[config.mk]
export PLATFORM = sky130hd
export DESIGN_NAME = axis_bram_line_packer
export DESIGN_NICKNAME = d
export VERILOG_FILES = /design/src/rtl/axis_bram_line_packer.sv
export SDC_FILE = /design/constraint.sdc
export NUM_CORES = 2
export LEC_CHECK = 0
export CAP_MARGIN = 20
export CORE_AREA = 2 2 479 481
export DETAILED_ROUTE_END_ITERATION = 8
export DIE_AREA = 0 0 481 483
export REMOVE_ABC_BUFFERS = 1
export SETUP_SLACK_MARGIN = 0.15
export SLEW_MARGIN = 5
export SYNTH_ARGS = -nofsm -noshare
export SYNTH_HDL_FRONTEND = slang
export SYNTH_SLANG_ARGS = --single-unit
[constraint.sdc]
create_clock -name clk -period 27.2 [get_ports clk]
set_input_delay 2.72 -clock clk [delete_from_list [all_inputs] [get_ports clk]]
set_output_delay 2.72 -clock clk [all_outputs]
set_load 0.01 [all_outputs]
[src/rtl/axis_bram_line_packer.sv]
// AXI-Stream <-> wide-BRAM line engine: INGEST packs stream words into BRAM lines,
// EMIT reads BRAM lines back out as stream words, both with full backpressure.
module axis_bram_line_packer #(
  parameter int unsigned WORD_WIDTH     = 16,
  parameter int unsigned WORDS_PER_LINE = 36,
  parameter int unsigned ADDR_WIDTH     = 12,
  parameter int unsigned RD_LATENCY     = 1
) (
  input  logic                                 clk,
  input  logic                                 rst,
  input  logic                                 mode,
  input  logic                                 start,
  input  logic [ADDR_WIDTH-1:0]                start_addr,
  input  logic [ADDR_WIDTH-1:0]                bound_addr,
  output logic                                 busy,
  output logic                                 done,
  input  logic [WORD_WIDTH-1:0]                s_axis_tdata,
  input  logic                                 s_axis_tvalid,
  input  logic                                 s_axis_tlast,
  output logic                                 s_axis_tready,
  output logic [WORD_WIDTH-1:0]                m_axis_tdata,
  output logic                                 m_axis_tvalid,
  output logic                                 m_axis_tlast,
  input  logic                                 m_axis_tready,
  output logic                                 bram_en,
  output logic                                 bram_we,
  output logic [ADDR_WIDTH-1:0]                bram_addr,
  output logic [WORD_WIDTH*WORDS_PER_LINE-1:0] bram_wdata,
  input  logic [WORD_WIDTH*WORDS_PER_LINE-1:0] bram_rdata
);

  localparam int unsigned      CNT_W      = $clog2(WORDS_PER_LINE);
  localparam logic [CNT_W-1:0] CNT_LAST   = CNT_W'(WORDS_PER_LINE - 1);
  localparam logic [CNT_W-1:0] CNT_PENULT = CNT_W'(WORDS_PER_LINE - 2);
  localparam logic [1:0]       WAIT_LAST  = 2'(RD_LATENCY - 1);

  typedef enum logic [2:0] {
    S_IDLE,
    S_FILL,
    S_COMMIT,
    S_RD_ISSUE,
    S_RD_WAIT,
    S_DRAIN,
    S_FINISH
  } state_t;

  state_t                                   r_state;
  logic [CNT_W-1:0]                         r_cnt;
  logic [1:0]                               r_wait;
  logic [ADDR_WIDTH-1:0]                    r_addr;
  logic [ADDR_WIDTH-1:0]                    r_bound;
  logic                                     r_tlast_seen;
  logic [WORDS_PER_LINE-1:0][WORD_WIDTH-1:0] r_line;
  logic                                     r_busy;
  logic                                     r_done;
  logic                                     r_s_tready;
  logic                                     r_m_tvalid;
  logic                                     r_m_tlast;
  logic                                     r_bram_en;
  logic                                     r_bram_we;

  logic w_s_beat;
  logic w_m_beat;
  logic w_at_bound;
  logic w_cnt_last;

  assign w_s_beat   = s_axis_tvalid & r_s_tready;
  assign w_m_beat   = r_m_tvalid & m_axis_tready;
  assign w_at_bound = (r_addr == r_bound);
  assign w_cnt_last = (r_cnt == CNT_LAST);

  // Control outputs are registered alongside each state transition so they
  // always line up with the state they describe.
  always_ff @(posedge clk or posedge rst) begin
    if (rst) begin
      r_state      <= S_IDLE;
      r_cnt        <= '0;
      r_wait       <= '0;
      r_addr       <= '0;
      r_bound      <= '0;
      r_tlast_seen <= 1'b0;
      r_line       <= '0;
      r_busy       <= 1'b0;
      r_done       <= 1'b0;
      r_s_tready   <= 1'b0;
      r_m_tvalid   <= 1'b0;
      r_m_tlast    <= 1'b0;
      r_bram_en    <= 1'b0;
      r_bram_we    <= 1'b0;
    end else begin
      r_done <= 1'b0;
      case (r_state)
        S_IDLE: begin
          if (start) begin
            r_addr       <= start_addr;
            r_bound      <= bound_addr;
            r_cnt        <= '0;
            r_line       <= '0;
            r_tlast_seen <= 1'b0;
            r_busy       <= 1'b1;
            if (mode) begin
              r_bram_en <= 1'b1;
              r_state   <= S_RD_ISSUE;
            end else begin
              r_s_tready <= 1'b1;
              r_state    <= S_FILL;
            end
          end
        end

        S_FILL: begin
          if (w_s_beat) begin
            r_line[r_cnt] <= s_axis_tdata;
            r_cnt         <= r_cnt + CNT_W'(1);
            if (s_axis_tlast || w_cnt_last) begin
              r_tlast_seen <= s_axis_tlast;
              r_s_tready   <= 1'b0;
              r_bram_en    <= 1'b1;
              r_bram_we    <= 1'b1;
              r_state      <= S_COMMIT;
            end
          end
        end

        S_COMMIT: begin
          r_bram_en <= 1'b0;
          r_bram_we <= 1'b0;
          if (r_tlast_seen || w_at_bound) begin
            r_busy  <= 1'b0;
            r_done  <= 1'b1;
            r_state <= S_FINISH;
          end else begin
            // Cleared line gives zero fill if the next line ends early on tlast.
            r_addr     <= r_addr + ADDR_WIDTH'(1);
            r_cnt      <= '0;
            r_line     <= '0;
            r_s_tready <= 1'b1;
            r_state    <= S_FILL;
          end
        end

        S_RD_ISSUE: begin
          r_bram_en <= 1'b0;
          r_wait    <= '0;
          r_state   <= S_RD_WAIT;
        end

        S_RD_WAIT: begin
          if (r_wait == WAIT_LAST) begin
            r_line     <= bram_rdata;
            r_cnt      <= '0;
            r_m_tvalid <= 1'b1;
            r_m_tlast  <= 1'b0;
            r_state    <= S_DRAIN;
          end else begin
            r_wait <= r_wait + 2'd1;
          end
        end

        S_DRAIN: begin
          if (w_m_beat) begin
            if (w_cnt_last) begin
              r_m_tvalid <= 1'b0;
              r_m_tlast  <= 1'b0;
              if (w_at_bound) begin
                r_busy  <= 1'b0;
                r_done  <= 1'b1;
                r_state <= S_FINISH;
              end else begin
                r_addr    <= r_addr + ADDR_WIDTH'(1);
                r_cnt     <= '0;
                r_bram_en <= 1'b1;
                r_state   <= S_RD_ISSUE;
              end
            end else begin
              r_cnt     <= r_cnt + CNT_W'(1);
              r_m_tlast <= (r_cnt == CNT_PENULT) && w_at_bound;
            end
          end
        end

        S_FINISH: r_state <= S_IDLE;

        default: r_state <= S_IDLE;
      endcase
    end
  end

  assign busy          = r_busy;
  assign done          = r_done;
  assign s_axis_tready = r_s_tready;
  assign m_axis_tvalid = r_m_tvalid;
  assign m_axis_tlast  = r_m_tlast;
  assign m_axis_tdata  = r_m_tvalid ? r_line[r_cnt] : '0;
  assign bram_en       = r_bram_en;
  assign bram_we       = r_bram_we;
  assign bram_addr     = r_addr;
  assign bram_wdata    = r_line;

endmodule

==> summary.txt <==
Run status
  • Outcome: complete, no violations

Clocking
  • Hold-fix buffers, CTS: 0
  • Root Driver: clkbuf_16
  • Worst skew pair latency: 0.76 ns
  • Sink Count: 619
  • Setup Buffers After CTS: 0
  • Resized cells post-CTS: 0
  • Clk buf depth: 3
  • H-tree depth: 3
  • Clock buffers created by TritonCTS: 83
  • Clock transition at path regs: 0.07 ns
  • CTS tree: yes

Timing
  • Rel. slew slack: 16.24%
  • Post-Route Skew: 0.04087 ns
  • Hold slack: 0.5121 ns
  • RSZ-0062 raised after global routing: false
  • PnR worst setup slack: 18.70 ns
  • Slew Limit Fails: 0
  • Final Hold Vio Count: 0
  • Final critical-path share of the clock period: 31.23%
  • F_max: 117.7 MHz
  • Worst Tran Pin Value: 1.256 ns
  • Minimum clock period: 8.495 ns
  • # setup viols final: 0
  • Setup_tns: 0 ns

Final layout
  • Nets: 4,685
  • Area Overhead vs Synth: 55.78%
  • Share of cells above drive strength 1: 10.59%
  • Most common cell after layout, fill and taps aside: clkdlybuf4s50_1
  • Most frequent cells in the layout: clkdlybuf4s50_1 (1,217), a22oi_1 (666), dfrtp_1 (616)
  • Fill count: 24,620

Die
  • IO Count: 1,234
  • Initial Util: 14.57%
  • Cell Rows: 175
  • Die boundary height: 483 um
  • Core area: 226,800 um2
  • Die area: 232,300 um2
  • Die width: 481 um

GRT
  • Vias in the first global route: 35,820
  • Met2 Usage GRT: 43.39%
  • First-pass GRT wire length: 418,700 um
  • Largest net degree at the start of global routing: 181
  • Congestion Overflow GR: 0
  • Met1 track demand over resource: 32.40%
  • Met3 Track Usage GR: 12.30%
  • Gr usage total: 27.74%
  • GR peak layer: met2
  • Initial antenna violation count: 117

Synth
  • EDFF count, synth: 0
  • Top FF cell, synth: dfrtp_1
  • Post-synthesis cell count: 3,001
  • Synth warn: 0
  • Avg Inst Size Synth: 11.01 um2
  • Unique masters post-synth: 65
  • Asr flop ratio synth: 100.0%
  • FF+latch count, synth: 619
  • Netlist Area Pre-Place: 33,050 um2
  • Sequential fraction of the synthesis area: 46.87%

Setup path
  • Critical path class: reg2out
  • Worst EP required: 24.48 ns
  • CP Capture Type: primary output
  • R2r startpoint: r_cnt[0]
  • Reg-to-Reg End: bram_wdata[211]
  • Reg2Reg Depth: 8
  • Crit Path Max Fanout: 29
  • Startpoint Class: register
  • Worst EP arrival: 5.78 ns
  • Worst reg-to-reg setup slack: 22.35 ns

Place
  • Pre-CTS setup slack: 19.37 ns
  • Dpl hpwl: 258,500 um
  • Port bufs: 1,233
  • Routability Congestion: 0.9217

Power
  • Lkg Pwr: 18.09 nW
  • PwrDens: 137.5 nW/um2
  • PnR Total Power: 7.080 mW
  • Max VDD drop: 0.0002343 V

Route
  • Detailed Routing Iterations Pass 1: 6
  • Vias per cell: 5.187
  • Final ANT Viol Nets: 0
  • Final wirelength: 335,900 um
  • DRC Markers: 0
  • Vias: 37,360
  • Initial DRC count: 5,108
  • Routed WL per cell: 46.63 um

Job
  • Max-Cap Viols: 0

Min path
  • WHS Path Cells: 2
  • Hold endpoint: bram_we
  • Hold_sp: bram_we
  • Hold Crit Class: reg2reg
==> critical path: stages, from the launching register on <==
cell and delay, ns:
dfrtp_4 0.76, buf_4 0.60, buf_4 0.55, buf_4 0.42, nor2b_2 0.25, nand2_1 0.13, o211ai_1 0.09, a222oi_1 0.77
o22ai_1 0.39, o31a_1 0.48, clkdlybuf4s50_1 0.51
==> flip-flops by register name (all words and copies together), names as in the netlist, 2 cells and up <==
register,count
bram_wdata,576
r_cnt,6
r_bound,12
r_wait,2
bram_addr,12
r_state,3
==> cell type report <==
type                       count  area, um2  area share, %
tap                         3009       3765          7.312
multi-input combinational   2010      15920          30.92
inverter                      10      45.04        0.08748
antenna                       66      165.2         0.3208
clock inverter                38      581.8          1.130
sequential                   619      15500          30.11
timing repair buffer        1334      13150          25.55
clock buffer                 117       2356          4.576
==> routing by layer <==
metal | routed length, um | up-vias | share of wire [%]
met5 | 132 | - | 0.039
met4 | 17390 | 20 | 5.2
met3 | 41650 | 633 | 12
met2 | 151000 | 2959 | 45
met1 | 125700 | 19380 | 37
li1 | - | 14370 | -
==> per-stage QoR <==
| stage | std cells | utilization (%) | area (um2) |
|---|---|---|---|
| 2_1_floorplan | 2639 | - | 31240 |
| 3_3_place_gp | 6977 | 21.28 | 48280 |
| 3_5_place_dp | 6979 | 21.31 | 48340 |
| 4_1_cts | 7134 | 22.61 | 51280 |
| 5_1_grt | 7181 | 22.67 | 51430 |
| 6_report | 7203 | 22.70 | 51490 |
==> where the power goes <==
| group | total, mW | internal, mW | switching [mW] |
|---|---|---|---|
| Sequential | 2.04 | 1.27 | 0.765 |
| Clock | 1.23 | 0.716 | 0.515 |
| Combinational | 3.81 | 1.31 | 2.50 |
==> how the worst max path moves through the flow <==
stage / start / end / slack, ns / depth (start not counted)
3_3_place_gp: r_cnt[0] / m_axis_tdata[14] / 19.43 / 10
5_1_grt: r_cnt[0] / m_axis_tdata[14] / 18.50 / 10
6_report: r_cnt[0] / m_axis_tdata[14] / 18.70 / 10
2_1_floorplan: bram_addr[1] / bram_wdata[112] / 4.59 / 5
4_1_cts: r_cnt[0] / m_axis_tdata[14] / 18.53 / 10
3_5_place_dp: r_cnt[0] / m_axis_tdata[14] / 19.37 / 10
==> kinds of logic (layout without fill, tap and decap cells) <==
group                    Yosys count  count (layout)  synth area share [%]
adder cells (fa/ha/maj)            4               4                0.1514
AND/OR/NAND/NOR                  287             287                 4.543
flip-flops                       619             619                 46.87
AO/OA/AOI/OAI                   1558            1558                 36.79
XOR/XNOR                          12              12                0.3180
multiplexers                     149             149                 5.724
other                              0              66                     0
buffers and inverters            372            1499                 5.610
==> Yosys cell counts, drive strengths merged (26+ instances only) <==
cell type / instances / area, um2
a22oi: 666 / 5000
o2bb2ai: 577 / 5054
buf: 180 / 1134
nor2: 105 / 401.6
nand2: 109 / 636.9
mux4: 26 / 585.6
dfrtp: 619 / 15490
mux2i: 63 / 630.6
clkbuf: 182 / 683.2
mux2: 60 / 675.7
a21oi: 60 / 304.0
o21ai: 90 / 450.4
(Power assumes the default switching activity.)
